<file path="src/rtl/nlz_norm_pipe.sv">
// nlz_norm_pipe
//   Two-stage leading-zero counter and normalizer for 32-bit operands with a
//   valid/ready handshake on both sides and a sideband tag carried alongside.
//
//   Stage 1 captures, per nibble, a zero flag and a 2-bit local leading-zero
//   count, together with the operand and its tag. Stage 2 picks the first
//   non-zero nibble from the MSB, forms the full count, and shifts the operand
//   left by that count.
//
// Ports
//   i_clk    : clock, rising edge
//   i_rst_n  : asynchronous active-low reset
//   i_flush  : synchronous flush, drops everything in flight
//   i_valid  : operand valid          o_ready : operand can be accepted
//   i_data   : 32-bit operand         i_tag   : sideband tag
//   o_valid  : result valid           i_ready : downstream accepts result
//   o_nlz    : leading-zero count 0..32
//   o_norm   : operand shifted left by o_nlz
//   o_zero   : operand was all zeros
//   o_tag    : tag captured with the operand
module nlz_norm_pipe #(
  parameter int TAG_W = 4
) (
  input  logic             i_clk,
  input  logic             i_rst_n,
  input  logic             i_flush,
  input  logic             i_valid,
  output logic             o_ready,
  input  logic [31:0]      i_data,
  input  logic [TAG_W-1:0] i_tag,
  output logic             o_valid,
  input  logic             i_ready,
  output logic [5:0]       o_nlz,
  output logic [31:0]      o_norm,
  output logic             o_zero,
  output logic [TAG_W-1:0] o_tag
);

  // Local leading-zero count of one nibble. An all-zero nibble is flagged
  // separately, so its count here is never used.
  function automatic logic [1:0] lzc4(input logic [3:0] nib);
    logic [1:0] c;
    if (nib[3])      c = 2'd0;
    else if (nib[2]) c = 2'd1;
    else if (nib[1]) c = 2'd2;
    else             c = 2'd3;
    return c;
  endfunction

  // Stage-1 registers
  logic             vld_p1_q;
  logic [7:0]       zf_p1_q,   zf_p1_d;
  logic [15:0]      lc_p1_q,   lc_p1_d;
  logic [31:0]      data_p1_q;
  logic [TAG_W-1:0] tag_p1_q;

  // Stage-2 registers
  logic             vld_p2_q;
  logic [5:0]       nlz_p2_q,  nlz_p2_d;
  logic [31:0]      norm_p2_q, norm_p2_d;
  logic             zero_p2_q, zero_p2_d;
  logic [TAG_W-1:0] tag_p2_q;

  logic adv_p1, adv_p2, load_p1, load_p2;

  assign adv_p2  = !vld_p2_q || i_ready;
  assign adv_p1  = !vld_p1_q || adv_p2;
  assign o_ready = adv_p1 && !i_flush;
  assign load_p1 = o_ready && i_valid;
  assign load_p2 = adv_p2 && vld_p1_q && !i_flush;

  // ---- Stage 0 -> 1: per-nibble zero flags and local counts ----
  // Nibble index 0 is bits 31:28, index 7 is bits 3:0.
  always_comb begin
    zf_p1_d = '0;
    lc_p1_d = '0;
    for (int i = 0; i < 8; i++) begin
      zf_p1_d[i]       = (i_data[31-4*i -: 4] == 4'd0);
      lc_p1_d[2*i +: 2] = lzc4(i_data[31-4*i -: 4]);
    end
  end

  // ---- Stage 1 -> 2: combine counts and shift ----
  always_comb begin
    logic found;
    found    = 1'b0;
    nlz_p2_d = 6'd32;
    for (int i = 0; i < 8; i++) begin
      if (!found && !zf_p1_q[i]) begin
        found    = 1'b1;
        nlz_p2_d = {1'b0, 3'(i), lc_p1_q[2*i +: 2]};
      end
    end
    zero_p2_d = &zf_p1_q;
    // A non-zero operand always has nlz < 32, so five shift bits suffice.
    norm_p2_d = zero_p2_d ? 32'd0 : (data_p1_q << nlz_p2_d[4:0]);
  end

  // Valid flags. Flush wins over advance; an output transfer in the same
  // cycle as a flush still completes because the downstream sees o_valid.
  always_ff @(posedge i_clk or negedge i_rst_n) begin
    if (!i_rst_n) begin
      vld_p1_q <= 1'b0;
      vld_p2_q <= 1'b0;
    end else if (i_flush) begin
      vld_p1_q <= 1'b0;
      vld_p2_q <= 1'b0;
    end else begin
      if (adv_p1) vld_p1_q <= i_valid;
      if (adv_p2) vld_p2_q <= vld_p1_q;
    end
  end

  always_ff @(posedge i_clk or negedge i_rst_n) begin
    if (!i_rst_n) begin
      zf_p1_q   <= '0;
      lc_p1_q   <= '0;
      data_p1_q <= '0;
      tag_p1_q  <= '0;
    end else if (load_p1) begin
      zf_p1_q   <= zf_p1_d;
      lc_p1_q   <= lc_p1_d;
      data_p1_q <= i_data;
      tag_p1_q  <= i_tag;
    end
  end

  // Output registers only load with a real operand, so a stalled or
  // draining stage 2 keeps its outputs unchanged.
  always_ff @(posedge i_clk or negedge i_rst_n) begin
    if (!i_rst_n) begin
      nlz_p2_q  <= '0;
      norm_p2_q <= '0;
      zero_p2_q <= 1'b0;
      tag_p2_q  <= '0;
    end else if (load_p2) begin
      nlz_p2_q  <= nlz_p2_d;
      norm_p2_q <= norm_p2_d;
      zero_p2_q <= zero_p2_d;
      tag_p2_q  <= tag_p1_q;
    end
  end

  assign o_valid = vld_p2_q;
  assign o_nlz   = nlz_p2_q;
  assign o_norm  = norm_p2_q;
  assign o_zero  = zero_p2_q;
  assign o_tag   = tag_p2_q;

endmodule

</file>
<file path="config.mk">
export PLATFORM = sky130hd
export DESIGN_NAME = nlz_norm_pipe
export DESIGN_NICKNAME = d
export VERILOG_FILES = /design/src/rtl/nlz_norm_pipe.sv
export SDC_FILE = /design/constraint.sdc
export NUM_CORES = 1
export LEC_CHECK = 0
export ABC_AREA = 0
export CAP_MARGIN = 20
export CORE_ASPECT_RATIO = 0.7
export CORE_MARGIN = 1.5
export CORE_UTILIZATION = 50
export CTS_CLUSTER_SIZE = 40
export DETAILED_ROUTE_END_ITERATION = 16
export MAX_ROUTING_LAYER = met4
export PLACE_DENSITY_LB_ADDON = 0.15
export SYNTH_ARGS = -nofsm -noshare
export SYNTH_HDL_FRONTEND = slang
export SYNTH_SLANG_ARGS = --single-unit
export TNS_END_PERCENT = 100
</file>
<file path="constraint.sdc">
create_clock -name i_clk -period 3.28 [get_ports i_clk]
set_clock_uncertainty 0.2 [all_clocks]
set_input_delay 0.656 -clock i_clk [delete_from_list [all_inputs] [get_ports i_clk]]
set_output_delay 0.656 -clock i_clk [all_outputs]
set_load 0.05 [all_outputs]
</file>
==> results of run 1 <==
## metrics by stage
step	TNS [ns]	util	power [W]	setup WS, ns	area (µm²)
finish	0	0.6479	0.004778	0.1042	7543
global route	0	0.6479	0.004997	0.002819	7543
CTS	0	0.6463	0.004788	0.03838	7525
detailed placement	-0.01209	0.6166	0.003634	-0.01209	7179
global placement	-0.009031	0.6166	0.003618	-0.009031	7179
floorplan	0	-	0.002933	0.3596	5961
## worst max-delay path, stage by stage (launching register included)
cell,delay [ns]
sky130_fd_sc_hd__dfrtp_2,0.43
sky130_fd_sc_hd__buf_4,0.18
sky130_fd_sc_hd__and4_1,0.29
sky130_fd_sc_hd__nand3_2,0.17
sky130_fd_sc_hd__o221ai_4,0.30
sky130_fd_sc_hd__buf_12,0.22
sky130_fd_sc_hd__mux4_2,0.39
sky130_fd_sc_hd__mux2i_2,0.29
sky130_fd_sc_hd__nor2_1,0.07
sky130_fd_sc_hd__a21o_1,0.19
sky130_fd_sc_hd__a221o_1,0.32
## synth_stat cells, drive strengths merged (7+ instances only)
cell type	instances	area (µm²)
nor2b	12	75.07
buf	21	145.1
dfrtp	105	2628
a31oi	7	43.79
a22o	8	70.07
nand2	84	315.3
or4	8	60.06
o21ai	29	145.1
a21oi	18	90.09
clkbuf	20	75.07
nor2	28	107.6
mux2	43	484.2
mux2i	54	540.5
mux4	18	405.4
o31ai	19	142.6
## how the worst max path moves through the flow
stage,depth (start not counted),from,end
floorplan,6,o_valid,data_p1_q[19]
finish,10,zf_p1_q[0],o_norm[25]
CTS,10,zf_p1_q[0],o_norm[25]
detailed placement,10,zf_p1_q[0],o_norm[25]
global route,10,zf_p1_q[2],o_norm[27]
global placement,10,zf_p1_q[0],o_norm[25]
## registers in the layout (all words and copies together), names as in the netlist
| signal | count |
|---|---|
| o_valid | 1 |
| lc_p1_q | 16 |
| data_p1_q | 32 |
| o_nlz | 6 |
| o_norm | 32 |
| zf_p1_q | 8 |
| tag_p1_q | 4 |
| vld_p1_q | 1 |
| o_tag | 4 |
| o_zero | 1 |
## final cells by class
class | count | share of cell area
multi-input combinational | 409 | 0.4152
sequential | 105 | 0.3486
timing repair buffer | 127 | 0.1672
clock buffer | 10 | 0.03168
tap | 157 | 0.02604
clock inverter | 6 | 0.009288
inverter | 4 | 0.001990
## what timing repair did
item,in CTS,in global routing
gates resized for setup,1,5
setup endpoints to repair,1,15
cloned,1,0
hold buffers,0,0
## where the power goes
part / total, W / switching, W / internal, W
clock network: 0.00112 / 0.000497 / 0.000623
registers: 0.00175 / 0.000220 / 0.00153
logic: 0.00191 / 0.00113 / 0.000781
total: 0.00478 / 0.00184 / 0.00293
## logic make-up after synthesis
logic type	Yosys count
buf+inv	45
mux	115
compound gates	122
simple gates	172
flops	105
## layer usage
layer / vias to the layer above / track usage / wire, µm
met3: 14 / 0.06280 / 1359
met1: 2477 / 0.4347 / 8232
met5: - / - / 0
met4: 0 / 0.06341 / 148
met2: 214 / 0.4249 / 7385
li1: 2282 / - / -
==> results.txt, run 1 <==
* Max Cap Violations: 0
- Count of H-tree levels built during CTS: 3
* Number of setup violations in the final report: 0
- Number of I/O port buffers: 85
- In this run the worst path has a maximum fanout of 22.
* Clock slew seen by the registers of the worst setup and hold paths: ~0.08 ns
- Die outline height: between 90 and 100 µm
- In this run, synthesis produced a sequential element count of 105.
- Total Routing Usage GR: 0.2966
* Worst EP arrival: 3.20 ns
- Setup repair after global routing left no endpoint under its margin.
* Crit end category: flip-flop
- After synthesis, the netlist uses 55 different library cells.
- The clock passes through at most 2 buffers.
- Of the total synthesized cell area, the portion taken by XOR and XNOR cells is 0.
* Cell count after synthesis: 559
* Number of cells after detailed placement: 801
- The mapped netlist covers 5961 µm².
- Starting density of the core: 0.5119
* Number of warning messages in the yosys log: 0
- Peak supply drop: between 400 and 500 µV
- By startpoint and endpoint, the worst setup path is classified as flip-flop to flip-flop.
- Entering global routing, the biggest net connects 52 pins.
* Setup Buffers After CTS: 0
- The worst register-to-register path has a depth of 10.
- The endpoint identified for the worst register-to-register timing path is o_norm[25].
* Rel. slew slack: 0.5608
- In the finished design, the share of the clock period the worst path needs comes to 0.9682.
- Setup slack on the worst flop-to-flop path: 0.10 ns
* Sequential standard cell area: 2630 µm²
* Number of inserted filler cells in the final layout: 957
- After the last flow step, the layout net total stands at 697.
- Hold timing on the final database bottoms out at a slack of 0.04768 ns.
- Summed over all layers, the routed wires come to 17.13 mm.
* Vias per inst: 6.097
* Async set-or-reset flop fraction in the synthesized netlist: 1.000
* R2r startpoint: zf_p1_q[0]
- The worst hold path belongs to the class primary input to async pin.
* Final period demand of the worst path: 3.176 ns
- Post-synth top flop: sky130_fd_sc_hd__dfrtp_1
- The number of antenna violations at the first check in global routing is 0.
* GP Congestion: between 0.9 and 1
- Post-synth EDFFs: 0
- Excluding fillers, the count of instances in the completed layout stands at 818.
* Antenna diode count: 0
- In the final routed layout, each cell accounts on average for 20.94 µm.
* Area used by multi-input combinational logic: about 3100 µm²
* Number of failing hold endpoints at the final stage: 0
* Status: finished clean
- The die is 133.5 µm wide.
* Area inside the core boundary: between 10000 and 15000 µm²
- TritonCTS created 9 clock buffers.
- Sequential share of the synthesized area: 0.4408
- Ratio of total power to cell area: ~630 nW/µm²
- Compared with the post-synthesis result, the final layout area differs by 26.55%.
- Count of antenna-violating nets left after detailed routing: 0
- Vias after detailed routing: between 4000 and 5000
- The library cell used most frequently in the layout, excluding fill and tap cells, is sky130_fd_sc_hd__dfrtp_1.
- DRC: 0
* Clk Tree Root Cell: sky130_fd_sc_hd__clkbuf_16
* Fraction of final layout cells sized beyond drive strength 1: 0.2042
* First-pass GRT wire length: 27.52 mm
* Synthesized area divided by synthesized cell count: approximately 11 µm²
* Number of primary I/O pins: 86
- Area fraction in compound gates after synthesis: 0.1434
* Placed wire-length estimate: around 13 mm
- Global routing finished with a remaining overflow of 0.
* Area share of fa/ha/maj cells after synthesis: 0
- Counting every net in the synthesized netlist gives 600.
* Peak Freq: 314.9 MHz
- Standard-cell row count: 33
* Floorplan die area: 12600 µm²
- The worst setup path is launched from a flip-flop.
* Multiplexer share of the synthesized area: 0.2399
- TritonCTS built the clock tree.
- At the pin with the least slew margin, the transition time is 0.6588 ns.
- Commonest non-fill, non-tap cells in the layout: sky130_fd_sc_hd__dfrtp_1, sky130_fd_sc_hd__nand2_1, sky130_fd_sc_hd__clkdlybuf4s50_1
- At the later pin of the worst-skew pair, clock insertion delay measures 0.35 ns.
- Dominant combinational cell family by area after synthesis: multiplexers
- Simple-gate portion of the synthesized area: 0.1364
- Initial DRT Pass Iterations: 4
* Number of global-route vias before repair: 4973
- Data required time at the worst endpoint: 3.31 ns
* Final count of pins violating max slew: 0
* Clock sink total: 105
* Leak Pwr: 3.249 nW
- Iteration-0 DRC count of the detailed router: 465
(Power assumes the default switching activity.)
==> run 2, diff against run 1 <==
--- a/config.mk
+++ b/config.mk
@@ -12,9 +12,10 @@
 export CORE_UTILIZATION = 50
 export CTS_CLUSTER_SIZE = 40
 export DETAILED_ROUTE_END_ITERATION = 16
+export HOLD_SLACK_MARGIN = 0.12
 export MAX_ROUTING_LAYER = met4
 export PLACE_DENSITY_LB_ADDON = 0.15
 export SYNTH_ARGS = -nofsm -noshare
 export SYNTH_HDL_FRONTEND = slang
 export SYNTH_SLANG_ARGS = --single-unit
-export TNS_END_PERCENT = 100
+export TNS_END_PERCENT = 1
==> run 2 against run 1 <==
  * Cell count grew 0.12%
  * Critical path type unchanged
  * Register-to-register slack hardly changed
  * Fmax decreased by 0.23%
  * Sequential power about the same
  * Critical endpoint unchanged
  * Die area stayed put
  * Largest power group unchanged
  * Utilization rose by 0.086 points
==> results.txt, run 2 (synthesis results as in run 1) <==
- Final total power: 0.004779 W (was 0.004778 W)
- The count of buffer and inverter cells on the critical path was 2 (unchanged).
* Most common cell after layout, fill and taps aside: sky130_fd_sc_hd__dfrtp_1 (unchanged)
* Startpoint type of the worst setup path: flip-flop (unchanged)
- Number of setup violations in the final report: 0 (unchanged)
* Switching Fraction: 0.3860 (was 0.3859)
- The root buffer cell is sky130_fd_sc_hd__clkbuf_16 (unchanged).
- The cell family with the largest share of critical-path delay is compound AO/OA/AOI/OAI gates (unchanged).
* Clock slew seen by the registers of the worst setup and hold paths: 0.08 ns (about the same)
- The sink count of the clock tree was 105 (unchanged).
- The count of max-cap constraint violations came to 0 (unchanged).
- The number of antenna violations at the first check in global routing came to 0 (unchanged).
- The count of antenna diodes in the layout is 0 (unchanged).
* Clock group share of total power: 0.235 (was 0.234)
* Iteration-0 DRC count of the detailed router: 443 (was 465)
* Die outline height: 94.35 µm (unchanged)
- The width of the chip is 133.5 µm (unchanged).
- The sort of element at the end of the critical path was a flip-flop (unchanged).
- Commonest non-fill, non-tap cells in the layout: sky130_fd_sc_hd__dfrtp_1, sky130_fd_sc_hd__nand2_1, sky130_fd_sc_hd__clkdlybuf4s50_1 (unchanged)
* Number of global-route vias before repair: 4973 (unchanged)
- Final period utilization: 0.9705 (was 0.9682)
- Area growth from synthesis to final layout: 26.72% (was 26.55%)
* Largest fanout on the critical path: 22 (unchanged)
* Placed instance area: 7179 µm² (unchanged)
- Worst min-delay path category: flip-flop to flip-flop (was primary input to async pin)
* Total Routing Usage GR: 0.2966 (unchanged)
- RSZ-0062 raised after global routing: false (unchanged)
- The internal power of the cells came to 0.002935 W (was 0.002934 W).
* Ratio of total power to cell area: 632.7 nW/µm² (was 633.4 nW/µm²)
- Data required time at the worst endpoint: 3.31 ns (about the same)
- The length of the first detailed-routing pass in iterations was 5 (was 4).
- The power dissipated by switching net loads is 0.001845 W (was 0.001844 W).
* Crit path cell chain: buf_4 > and4_1 > nand3_2 > o221ai_4 > buf_12 > mux4_2 > mux2i_2 > nor2_1 > a21o_1 > a221o_1 (unchanged)
- Area inside the core boundary: 11640 µm² (unchanged)
* Standard-cell row count: 33 (unchanged)
- The master of the slowest instance on the critical path is sky130_fd_sc_hd__dfrtp_2 (unchanged).
* Number of failing hold endpoints at the final stage: 0 (unchanged)
- Setup total negative slack: 0 ns (unchanged)
- Final count of pins violating max slew: 0 (unchanged)
- The via count normalized by instance count came to 6.121 (was 6.097).
- The clock latency reported for the late side of the worst-skew pair was 0.35 ns (about the same).
- Peak Freq: 314.2 MHz (was 314.9 MHz)
- The top-level port count came to 86 (unchanged).
- Maximum buffer depth of the clock tree: 2 (unchanged)
- Post-route worst setup slack: 0.09686 ns (was 0.1042 ns)
- The number of clock buffers inserted by TritonCTS came to 9 (unchanged).
- The leakage component of the power is 3.253 nW (was 3.249 nW).
- Vias after detailed routing: 5013 (was 4987)
- The remaining routing DRC violations came to 0 (unchanged).
- The global-route congestion overflow total is 0 (unchanged).
* Final std cell area, no fill: 7553 µm² (was 7543 µm²)
* Fraction of power consumed by combinational cells: 0.399 (about the same)
* Placed wire-length estimate: 12.68 mm (unchanged)
- Status: finished clean (unchanged).
- Setup Buffers After CTS: 0 (unchanged)
* Worst slack at placement: -0.01209 ns (unchanged)
- The floorplan die area came to 12600 µm² (unchanged).
- First-pass GRT wire length: 27.52 mm (unchanged)
- Sequential standard cell area: 2630 µm² (unchanged)
- The clock tree from TritonCTS was built (unchanged).
* Rel. slew slack: 0.5654 (was 0.5608)
- The number of nets in the final layout is 698 (was 697).
* GP Congestion: 0.9711 (unchanged)
- Final period demand of the worst path: 3.183 ns (was 3.176 ns)
- Peak supply drop: 450.4 µV (was 449.2 µV)
- The detail-routed net length per standard cell is 20.89 µm (was 20.94 µm).
- The number of buffers inserted by port buffering is 85 (unchanged).
- Critical path class: flip-flop to flip-flop (unchanged)
* Count of H-tree levels built during CTS: 3 (unchanged)
* Starting density of the core: 0.5119 (unchanged)
* Slew of the pin with the lowest slew margin: 0.6520 ns (was 0.6588 ns)
* Count of antenna-violating nets left after detailed routing: 0 (unchanged)
- The multi-input gate area in the final layout is 3132 µm² (unchanged).
- Sequential group share of total power: 0.366 (about the same)
- The fill cell instance count of the final layout came to 956 (was 957).
* Worst EP arrival: 3.21 ns (was 3.20 ns)
- Largest net degree at the start of global routing: 52 (unchanged)
* Fraction of final layout cells sized beyond drive strength 1: 0.2039 (was 0.2042)
* Routed wire length: 17.11 mm (was 17.13 mm)
- The biggest cell delay along the critical path came to 0.43 ns (about the same).
run 2: cell count changes in the layout (fill, tap and decap cells not counted):
cell,delta
sky130_fd_sc_hd__dlygate4sd3_1,+1
run 2: routing by layer:
| metal | GRT usage | vias to the layer above | part of all wire | routed length, µm |
|---|---|---|---|---|
| met1 | 0.4347 | 2473 | 0.47 | 8064 |
| met2 | 0.4249 | 235 | 0.43 | 7389 |
| met5 | - | - | 0 | 0 |
| met4 | 0.06341 | 0 | 0.0096 | 165 |
| li1 | - | 2288 | - | - |
| met3 | 0.06280 | 17 | 0.087 | 1493 |
run 2: per-stage QoR:
stage	hold WS (ns)	instances	util
final	0.2666	819	0.6487
after global routing	0.2995	819	0.6487
after CTS	0.2707	819	0.6471
after detailed placement	0.2544	801	0.6166
after global placement	0.2445	801	0.6166
after floorplan	0.1604	559	-
run 2: worst paths after layout:
| path | from | end | slack [ns] | depth (start not counted) |
|---|---|---|---|---|
| worst max-delay path | zf_p1_q[0] | o_norm[25] | 0.1 | 10 |
| worst min-delay path | tag_p1_q[2] | o_tag[2] | 0.27 | 2 |
| worst max register to register | zf_p1_q[0] | o_norm[25] | 0.1 | 10 |
| worst min register to register | tag_p1_q[2] | o_tag[2] | 0.27 | 2 |
| max in group asynchronous | i_rst_n | zf_p1_q[1] | 1.54 | 3 |
| min in group asynchronous | i_rst_n | o_tag[1] | 0.59 | 2 |
run 2: worst register-to-register path, delay by kind of cell, from the launching register on:
kind | cells | cell delay [ns]
buf+inv | 2 | 0.40
simple gates | 3 | 0.53
compound gates | 3 | 0.81
mux | 2 | 0.69
flops | 1 | 0.43
run 2: repair_timing:
action                                  in CTS  in global routing
pin swaps                                    0                  0
hold buffers                                 1                  0
hold endpoints to repair                    33                  0
endpoints found under the setup margin       1                 15
resized for setup                            1                  5
gates cloned                                 1                  0
run 2: layout make-up:
| class | instances | area share |
|---|---|---|
| Sequential cell | 105 | 0.3482 |
| Multi-Input combinational cell | 409 | 0.4146 |
| Clock buffer | 10 | 0.03164 |
| Clock inverter | 6 | 0.009276 |
| Inverter | 4 | 0.001988 |
| Tap cell | 157 | 0.02601 |
| Timing Repair Buffer | 128 | 0.1683 |
run 2: power by group through the flow:
stage | clock [W] | combinational [W] | sequential [W]
after global routing | 0.00120 | 0.00202 | 0.00177
after floorplan | 0 | 0.000748 | 0.00218
after CTS | 0.00115 | 0.00190 | 0.00174
after detailed placement | 0 | 0.00187 | 0.00176
after global placement | 0 | 0.00186 | 0.00176
final | 0.00112 | 0.00191 | 0.00175
